[config.mk]
export PLATFORM = sky130hd
export DESIGN_NAME = shot_clock_ctrl
export DESIGN_NICKNAME = d
export VERILOG_FILES = /design/src/rtl/shot_clock_ctrl.sv
export SDC_FILE = /design/constraint.sdc
export NUM_CORES = 1
export LEC_CHECK = 0
export ABC_CLOCK_PERIOD_IN_PS = 3200
export BUFFER_PORTS_ARGS = -buffer_cell sky130_fd_sc_hd__buf_2
export CAP_MARGIN = 20
export CORE_MARGIN = 3
export CORE_UTILIZATION = 40
export DETAILED_ROUTE_END_ITERATION = 16
export PLACE_DENSITY_LB_ADDON = 0.25
export SLEW_MARGIN = 20
export SYNTH_ARGS = -nofsm -noshare
export SYNTH_HDL_FRONTEND = slang
export SYNTH_SLANG_ARGS = --single-unit
[constraint.sdc]
create_clock -name clk -period 3.2 [get_ports clk]
set_input_delay 0.32 -clock clk [delete_from_list [all_inputs] [get_ports clk]]
set_output_delay 0.32 -clock clk [all_outputs]
set_load 0.03 [all_outputs]
[src/rtl/shot_clock_ctrl.sv]
// Shot-clock control front-end: synchronizes and debounces the KEY/switch inputs,
// then runs the IDLE/RUN/PAUSED/EXPIRED FSM that issues load requests and 1 Hz ticks.
module shot_clock_ctrl #(
  parameter int CLK_HZ          = 50000000,
  parameter int DEBOUNCE_CYCLES = 500000,
  parameter int SHORT_VAL       = 24,
  parameter int LONG_VAL        = 30
) (
  input  logic       clk,
  input  logic       reset,
  input  logic       key_pause,
  input  logic       key_load,
  input  logic       sw_mode,
  input  logic       count_zero,
  output logic       load_pulse,
  output logic [4:0] load_value,
  output logic       tick_1hz,
  output logic       run,
  output logic       paused,
  output logic       expired
);

  localparam int PW = (CLK_HZ > 1) ? $clog2(CLK_HZ) : 1;
  localparam int DW = $clog2(DEBOUNCE_CYCLES + 1);

  typedef enum logic [1:0] {
    S_IDLE    = 2'd0,
    S_RUN     = 2'd1,
    S_PAUSED  = 2'd2,
    S_EXPIRED = 2'd3
  } state_t;

  // Index 0 is the pause key, index 1 the load key.
  logic [1:0]    w_key_raw;
  logic [1:0]    r_key_s1;
  logic [1:0]    r_key_s2;
  logic [1:0]    r_key_stable;
  logic [1:0]    r_key_ev;
  logic [DW-1:0] r_db_cnt [2];
  logic          r_sw_s1;
  logic          r_sw_s2;
  logic [4:0]    r_load_value;
  state_t        r_state;
  logic [PW-1:0] r_presc;
  logic          r_load_pulse;
  logic          r_tick;
  logic          r_run;
  logic          r_paused;
  logic          r_expired;
  logic          w_pause_ev;
  logic          w_load_ev;

  assign w_key_raw  = {key_load, key_pause};
  assign w_pause_ev = r_key_ev[0];
  assign w_load_ev  = r_key_ev[1];

  always_ff @(posedge clk or negedge reset) begin
    if (!reset) begin
      r_key_s1 <= 2'b11;
      r_key_s2 <= 2'b11;
      r_sw_s1  <= 1'b0;
      r_sw_s2  <= 1'b0;
    end else begin
      r_key_s1 <= w_key_raw;
      r_key_s2 <= r_key_s1;
      r_sw_s1  <= sw_mode;
      r_sw_s2  <= r_sw_s1;
    end
  end

  // A key level is accepted only after it differs from the stable level for DEBOUNCE_CYCLES cycles.
  always_ff @(posedge clk or negedge reset) begin
    if (!reset) begin
      r_key_stable <= 2'b11;
      r_key_ev     <= 2'b00;
      for (int i = 0; i < 2; i++) r_db_cnt[i] <= {DW{1'b0}};
    end else begin
      for (int i = 0; i < 2; i++) begin
        r_key_ev[i] <= 1'b0;
        if (r_key_s2[i] == r_key_stable[i]) begin
          r_db_cnt[i] <= {DW{1'b0}};
        end else if (r_db_cnt[i] == DW'(DEBOUNCE_CYCLES - 1)) begin
          r_key_stable[i] <= r_key_s2[i];
          r_db_cnt[i]     <= {DW{1'b0}};
          r_key_ev[i]     <= ~r_key_s2[i];
        end else begin
          r_db_cnt[i] <= r_db_cnt[i] + {{(DW-1){1'b0}}, 1'b1};
        end
      end
    end
  end

  always_ff @(posedge clk or negedge reset) begin
    if (!reset) r_load_value <= 5'(SHORT_VAL);
    else        r_load_value <= r_sw_s2 ? 5'(LONG_VAL) : 5'(SHORT_VAL);
  end

  // Load wins over everything in every state; within RUN count_zero beats pause.
  always_ff @(posedge clk or negedge reset) begin
    if (!reset) begin
      r_state      <= S_IDLE;
      r_presc      <= {PW{1'b0}};
      r_load_pulse <= 1'b0;
      r_tick       <= 1'b0;
      r_run        <= 1'b0;
      r_paused     <= 1'b0;
      r_expired    <= 1'b0;
    end else begin
      r_load_pulse <= 1'b0;
      r_tick       <= 1'b0;
      if (w_load_ev) begin
        r_load_pulse <= 1'b1;
        r_presc      <= {PW{1'b0}};
        r_state      <= S_IDLE;
        r_run        <= 1'b0;
        r_paused     <= 1'b0;
        r_expired    <= 1'b0;
      end else begin
        case (r_state)
          S_IDLE: begin
            r_presc <= {PW{1'b0}};
            if (w_pause_ev) begin
              r_state <= S_RUN;
              r_run   <= 1'b1;
            end
          end
          S_RUN: begin
            if (count_zero) begin
              r_state   <= S_EXPIRED;
              r_presc   <= {PW{1'b0}};
              r_run     <= 1'b0;
              r_expired <= 1'b1;
            end else if (w_pause_ev) begin
              r_state  <= S_PAUSED;
              r_run    <= 1'b0;
              r_paused <= 1'b1;
            end else if (r_presc == PW'(CLK_HZ - 1)) begin
              r_presc <= {PW{1'b0}};
              r_tick  <= 1'b1;
            end else begin
              r_presc <= r_presc + {{(PW-1){1'b0}}, 1'b1};
            end
          end
          S_PAUSED: begin
            if (w_pause_ev) begin
              r_state  <= S_RUN;
              r_paused <= 1'b0;
              r_run    <= 1'b1;
            end
          end
          S_EXPIRED: begin
            r_presc <= {PW{1'b0}};
          end
          default: begin
            r_state   <= S_IDLE;
            r_presc   <= {PW{1'b0}};
            r_run     <= 1'b0;
            r_paused  <= 1'b0;
            r_expired <= 1'b0;
          end
        endcase
      end
    end
  end

  assign load_pulse = r_load_pulse;
  assign load_value = r_load_value;
  assign tick_1hz   = r_tick;
  assign run        = r_run;
  assign paused     = r_paused;
  assign expired    = r_expired;

endmodule

==> summary by stage, run 1 <==
Global routing
The pin count of the biggest net entering global routing is 83. The initial antenna violation count is 0. The first global-routing pass estimated 13500 um of wire. The total overflow left after global routing is 0. The number of global-route vias before repair is roughly 3000. The all-layer global routing usage is 0.147.

Logic synthesis
The average cell area after synthesis is roughly 9.7 um2. The total of flip-flops plus latches after synthesis is slightly above 80. The cell count after synthesis came out at 421.

The fraction of the mapped netlist area in compound gates is 0.0664. The number of enable flip-flop cells after synthesis is 0. The prevailing post-synth register cell is sky130_fd_sc_hd__dfrtp_1. In the synthesized netlist the async set-or-reset flop fraction comes to 1.00.

The synthesized netlist occupies a cell area of 4070 um2. Of the total synthesized cell area, the portion taken by XOR and XNOR cells is 0.0925. In the post-synthesis netlist, the biggest area contributors are sky130_fd_sc_hd__dfrtp_1 47%, sky130_fd_sc_hd__xor2_1 5.8%, sky130_fd_sc_hd__nor2_1 5.5%. The adder and majority gate portion of the synthesized area is 0.0184. The share of the yosys chip area belonging to registers is 0.506. The area share of the largest cell type after synthesis is 0.467.

The Yosys step of the flow raised 0 warnings. Counting distinct cell types in the post-synthesis netlist gives 55. In the post-synthesis netlist, the cell with the most instances is sky130_fd_sc_hd__dfrtp_1.

The cell type with the highest aggregate area in the netlist is sky130_fd_sc_hd__dfrtp_1. Measured against the total synthesized area, the mux share comes to 0.00553. The simple-gate area share of the yosys netlist is 0.278. By area, the combinational part of the netlist is dominated by simple AND/OR/NAND/NOR gates.

The commonest cells after synthesis are 76 x sky130_fd_sc_hd__dfrtp_1, 60 x sky130_fd_sc_hd__nor2_1, 48 x sky130_fd_sc_hd__nand2_1.

STA
The total count of hold-check failures in the final report is 0. The clock period could shrink to 2.38 ns. The highest clock frequency the design can meet is 0.421 GHz. The share of the clock period used by the worst path is 0.743. Summed over all failing endpoints, the final setup total negative slack is 0 ns. Setup violations remaining at the end of the flow were counted as 0. The remaining max-slew budget at the tightest pin is 0.507. The slew at the pin closest to its max-slew limit is 0.740 ns. Across the routed clock network, the largest skew measured is 0.00813 ns.

Setup repair after global routing left no endpoint under its margin. The number of slew-limit violations in the final report is 0.

Clocking
Counting the buffers created by CTS gives 9. The number of setup buffers added after CTS is 0. The maximum clock insertion buffer count is 2.

TritonCTS built the clock tree. Buffers inserted to repair hold after CTS numbered 0. The H-tree was split into 3 levels.

The CTS sink count is 82. The clock reaches the later pin of the worst-skew pair after 0.36 ns. The post-cts sizing count is 0.

The clock transition at the register clock pins on the worst setup and hold paths after CTS is 0.09 ns. The root buffer selected by CTS is sky130_fd_sc_hd__clkbuf_8.

Floorplanning
The full die area is 11400 um2. The placeable core region is 9820 um2. 16 I/O pins were placed. The die span in y is 107 um.

The site row count is 36. The floorplan die width is 107 um. The initial core utilization is 0.415.

Worst setup path
The worst setup path is captured at a register. The end point of the critical path is r_presc[25]. The capture point of the worst reg-to-reg path is r_presc[25]. The element type at the critical path start is a register.

The register-to-register path setup slack is between 0.8 and 0.9 ns. The launch instance of the worst register-to-register path is r_state[1]. The critical path class is register to register. The count of cells along the worst register-to-register path is 7.

The worst-path maximum fanout is 10. The largest stage delay on the critical path is between 0.5 and 0.6 ns. The data required time at the worst endpoint is between 3 and 4 ns. The endpoint arrival time on the critical path is 2.66 ns. Traced cell by cell, the critical path runs through inv_1 > ha_1 > nor3b_1 > a31oi_2 > nand4_2 > or4_1 > a21oi_1. The slowest cell on the critical path is sky130_fd_sc_hd__or4_1. The most critical setup path has its startpoint at r_state[1].

Power
In this run the static leakage power is 1.83 nW. In this run the power density over the cells is 428 nW/um2. The worst-case vdd ir drop is 0.000239 V.

Detailed routing
The number of vias per cell is 5.25. The count of vias placed by the detailed router is 2982. The first detailed-routing pass took 6 iterations. In the routed design, unresolved DRC markers number 0.

In the final routed layout, each cell accounts on average for 13.4 um. Wires add up to approximately 7600 um. For this block, the initial DRC count from the detailed router was 91. The detail route stage leaves a number of antenna-violating nets equal to 0.

Placement
The global placer's final weighted congestion is just over 0.8. The placed wire-length estimate is 5040 um. The placed instance count is 552. The count of buffers added on input and output ports is 12.

Finish
The combined area of the multi-input logic cells is 1890 um2. The sequential cells in the finished layout cover a total of 2060 um2. The filler cell count is 979. The area growth from synthesis to layout is 8.63%. Of the cells placed in the final design, the portion with a size suffix greater than 1 is 0.122. The non-filler instance count after layout is 568. 0 antenna diodes ended up in the layout. At the end of the flow, the number of nets in the layout was 442. The final core area utilization is 0.451.

Job
The number of max-capacitance violations reported is 0.

Worst hold path
The worst min-delay path class is input port to asynchronous set/reset pin.

Status
The flow ran to the end, and the final reports show no timing, DRC or antenna violations.
-- registers in the layout, summed over array words and instances, names as in the netlist, 2 cells and up --
| name | cells |
|---|---|
| r_presc | 26 |
| r_key_s2 | 2 |
| r_db_cnt | 38 |
| r_key_stable | 2 |
| r_key_ev | 2 |
| r_state | 2 |
| r_key_s1 | 2 |
-- cell type report --
type                            count  area share
Sequential cell                    82       0.465
Inverter                           10     0.00848
Clock buffer                        9      0.0280
Clock inverter                      7      0.0187
Tap cell                          133      0.0376
Timing Repair Buffer               12      0.0150
Multi-Input combinational cell    315       0.427
-- cells in the final DEF, fill, tap and decap left out, types with 7 or more instances in the layout --
| cell | Yosys | final |
|---|---|---|
| sky130_fd_sc_hd__nand4_1 | 20 | 20 |
| sky130_fd_sc_hd__dfrtp_1 | 76 | 76 |
| sky130_fd_sc_hd__xor2_1 | 27 | 27 |
| sky130_fd_sc_hd__clkbuf_8 | 0 | 9 |
| sky130_fd_sc_hd__inv_1 | 10 | 10 |
| sky130_fd_sc_hd__nor4_1 | 7 | 7 |
| sky130_fd_sc_hd__xnor2_1 | 16 | 16 |
| sky130_fd_sc_hd__nand3_1 | 36 | 36 |
| sky130_fd_sc_hd__and3_1 | 10 | 10 |
| sky130_fd_sc_hd__nor3_1 | 10 | 10 |
| sky130_fd_sc_hd__buf_2 | 3 | 11 |
| sky130_fd_sc_hd__nor2_1 | 60 | 60 |
| sky130_fd_sc_hd__nand2_1 | 48 | 48 |
| sky130_fd_sc_hd__a21oi_1 | 12 | 12 |
-- cell families after synthesis --
logic type	count (synthesis)
simple gates	222
flops	82
xor+xnor	43
compound gates	39
buf+inv	25
fa+ha+maj	6
other cells	2
mux	2
-- worst max-delay path: cells and delay by family (launching register included) --
family / cells / cell delay [ns]
AO/OA/AOI/OAI: 2 / 0.58
adder cells (fa/ha/maj): 1 / 0.36
buffers and inverters: 1 / 0.10
flip-flops: 1 / 0.41
AND/OR/NAND/NOR: 3 / 0.86
-- per-stage QoR --
step                instance area [um2]  hold slack (ns)  setup slack, ns  power [mW]
floorplan                          4080           0.0244             1.10        1.10
global placement                   4210            0.332            0.974        1.13
detailed placement                 4210            0.335            0.878        1.13
CTS                                4420           0.0298            0.851        1.93
global route                       4420           0.0236            0.672        1.98
finish                             4420          0.00859            0.823        1.89
-- worst min path at each step --
stage	endpoint	slack, ns	depth (start not counted)
2_1_floorplan	expired	0.02	0
3_3_place_gp	load_value[1]	0.33	0
3_5_place_dp	r_sw_s2	0.33	0
4_1_cts	r_key_s1[0]	0.03	1
5_1_grt	r_key_s1[1]	0.02	1
6_report	r_presc[24]	0.009	1
-- power breakdown --
part	switching, mW	leakage (nW)	internal, mW	total [mW]
clock network	0.410	0.104	0.376	0.786
registers	0.00760	1.09	1.05	1.06
logic	0.0415	0.636	0.0110	0.0526
total	0.459	1.83	1.43	1.89
-- layer usage --
layer  track usage  up-vias  part of all wire
li1              -     1493                 -
met1         0.181     1433              0.48
met2         0.242       38              0.46
met3        0.0349       18             0.028
met4        0.0712        0             0.024
met5             0        -                 0
No activity file was read; power rests on OpenSTA's default activity.
==> run 2, diff against run 1 <==
- ABC_CLOCK_PERIOD_IN_PS: 3200 -> 2360
- clock period: 3.2 -> 2.36 ns (I/O delays scaled with it)
==> summary by stage, run 2 (synthesized netlist as in run 1, its figures left out) <==
Finish
The register with the most flip-flops is r_db_cnt (unchanged). The flip-flop count of the largest register after layout was 38 (unchanged). The most common library cell in the layout ignoring fill and taps is sky130_fd_sc_hd__dfrtp_1 (unchanged). The fraction of layout cells with a size suffix above 1 was 0.140 (was 0.122). The final net count is 457 (was 442). The number of diodes is 0 (unchanged). Regs by FF count: r_db_cnt (38), r_presc (26) (unchanged).

Most used cells in the layout excluding fill and tap cells: 76 x sky130_fd_sc_hd__dfrtp_1, 60 x sky130_fd_sc_hd__nor2_1, 48 x sky130_fd_sc_hd__nand2_1, 36 x sky130_fd_sc_hd__nand3_1, 27 x sky130_fd_sc_hd__xor2_1 (unchanged). The post-synthesis to final-layout area growth was 12.0% (was 8.63%).

Power
The worst-case vdd ir drop is 0.000345 V (was 0.000239 V). The standby leakage power was 1.91 nW (was 1.83 nW). The power per unit of standard cell area was 584 nW/um2 (was 428 nW/um2). The total power draw is 2.67 mW (was 1.89 mW).

Worst setup path
Sequence of cells on the critical path: or4b_4 > nor4_4 > a31oi_4 > nor2_2 > nor2_1 (was inv_1 > ha_1 > nor3b_1 > a31oi_2 > nand4_2 > or4_1 > a21oi_1). The cell family contributing the most delay on the critical path is simple AND/OR/NAND/NOR gates (unchanged). The startpoint of the most critical setup path is r_presc[8] (was r_state[1]). The sum of buffers and inverters on the critical path came to 0 (was 1).

The element type at the critical path start is a register (unchanged). The slowest cell on the critical path is sky130_fd_sc_hd__or4b_4 (was sky130_fd_sc_hd__or4_1). The critical path class is register to register (unchanged). The largest stage delay on the critical path is 0.55 ns (was 0.51 ns).

The worst-path maximum fanout came to 12 (was 10). The launch instance of the worst register-to-register path was r_presc[8] (was r_state[1]). The data required time at the worst endpoint is 2.58 ns (was 3.48 ns). The endpoint arrival time on the critical path is 2.34 ns (was 2.66 ns). The endpoint type of the worst setup path is a register (unchanged).

STA
The minimum hold slack came to 0.245 ns (was 0.00859 ns). The share of the clock period used by the worst path is 0.900 (was 0.743). Unrepaired setup endpoints after global routing: no (unchanged). The final setup TNS is 0 ns (unchanged).

The number of slew-limit violations in the final report was 0 (unchanged). The highest clock frequency the design can meet is 0.471 GHz (was 0.421 GHz). The setup slack of the critical path after layout is 0.236 ns (was 0.823 ns). The clock period minus final worst setup slack is 2.12 ns (was 2.38 ns). The total count of hold-check failures in the final report is 0 (unchanged). The worst clock skew on the final layout is 0.0101 ns (was 0.00813 ns). The remaining max-slew budget at the tightest pin is 0.597 (was 0.507). The slew at the pin closest to its max-slew limit is 0.604 ns (was 0.740 ns). The number of failing setup endpoints in the final timing report was 0 (unchanged).

Clocking
The CTS sink count came to 82 (unchanged). The maximum clock insertion buffer count is 2 (unchanged). The number of buffers created by CTS is 9 (unchanged). The post-CTS setup buffer count was 0 (unchanged). The post-cts sizing count is 0 (unchanged). The number of levels the H-tree was split into is 3 (unchanged). The root buffer selected by CTS was sky130_fd_sc_hd__clkbuf_8 (unchanged). The CTS tree is yes (unchanged).

The clock transition at the register clock pins on the worst setup and hold paths after CTS came to 0.08 ns (was 0.09 ns). The clock latency on the worst-skew pair was 0.35 ns (was 0.36 ns). The number of buffers inserted for hold repair after clock tree synthesis is 4 (was 0).

Detailed routing
The number of vias per cell is 5.26 (was 5.25). The per-cell routed wire length is 13.5 um (was 13.4 um). The antenna violation net count after detailed routing is 0 (unchanged). The count of vias placed by the detailed router is 3068 (was 2982).

The count of unresolved DRC violations after routing is 0 (unchanged). The total iterations of the first detailed-routing run is 5 (was 6). The starting DRC count in detailed routing is 114 (was 91).

The detailed-route wire length is 7850 um (was 7590 um).

Placement
The count of buffers from port buffering came to 12 (unchanged). The placed wire-length estimate came to 5280 um (was 5040 um). The placement-stage worst setup slack is 0.231 ns (was 0.878 ns).

The global placer's final weighted congestion is 0.823 (was 0.831).

Global routing
The initial antenna violation count was 0 (unchanged). The pin count of the biggest net entering global routing is 47 (was 83). The wire length of the first global-routing pass was 14100 um (was 13500 um).

The all-layer global routing usage came to 0.150 (was 0.147). The total global routing overflow was 0 (unchanged). The number of global-route vias before repair is 3061 (was 3015).

Floorplanning
The full die area is 11400 um2 (unchanged). The die span in y is 107 um (unchanged). The placeable core region came to 9820 um2 (unchanged). The site row count came to 36 (unchanged). The I/O pin count is 16 (unchanged). The initial core utilization is 0.415 (unchanged). The floorplan die width is 107 um (unchanged).

Status
Status: completed (unchanged).

Job
The number of max-capacitance violations reported was 0 (unchanged).

Worst hold path
The worst min-delay path startpoint is count_zero. The worst min-delay path class is input port to register (was input port to asynchronous set/reset pin).
run 2: cell count changes in the layout (fill, tap and decap cells not counted), sizes merged:
cell and delta:
buf +11, bufinv +1, clkbuf +2, dlygate4sd3 +4
inv -3
run 2: worst reg2reg max path: stages, from the launching register on:
cell,delay (ns)
sky130_fd_sc_hd__dfrtp_1,0.45
sky130_fd_sc_hd__or4b_4,0.55
sky130_fd_sc_hd__nor4_4,0.29
sky130_fd_sc_hd__a31oi_4,0.22
sky130_fd_sc_hd__nor2_2,0.39
sky130_fd_sc_hd__nor2_1,0.10
run 2: cell type report:
class                           count  area (um2)
Tap cell                          133         166
Inverter                           10        37.5
Fill cell                         977        5260
Timing Repair Buffer               27         185
Sequential cell                    82        2060
Clock inverter                      5        85.1
Multi-Input combinational cell    315        1890
Clock buffer                       11         141
run 2: final timing paths:
check,to,depth (start not counted),slack (ns)
worst max-delay path,r_presc[17],5,0.24
worst min-delay path,expired,3,0.24
worst max register to register,r_presc[17],5,0.24
worst min register to register,load_value[1],0,0.36
max in group asynchronous,r_key_s2[1],3,1.23
min in group asynchronous,r_presc[24],2,0.42
run 2: per-layer routing:
layer / up-vias / global-route usage / share of wire
met4: 0 / 0.0374 / 0.0048
met2: 41 / 0.250 / 0.48
li1: 1517 / - / -
met1: 1508 / 0.196 / 0.48
met3: 2 / 0.0409 / 0.032
met5: - / 0 / 0
run 2: report_power, final:
| part | internal [mW] | switching, mW | leakage (nW) | total (mW) |
|---|---|---|---|---|
| sequential | 1.42 | 0.0111 | 1.09 | 1.43 |
| clock | 0.631 | 0.519 | 0.110 | 1.15 |
| combinational | 0.0231 | 0.0592 | 0.708 | 0.0823 |
run 2: stage by stage:
stage          instance area, um2   util  std cells
2_1_floorplan                4080      -        422
3_3_place_gp                 4300  0.438        563
3_5_place_dp                 4300  0.438        563
4_1_cts                      4560  0.465        583
5_1_grt                      4560  0.465        583
6_report                     4560  0.465        583
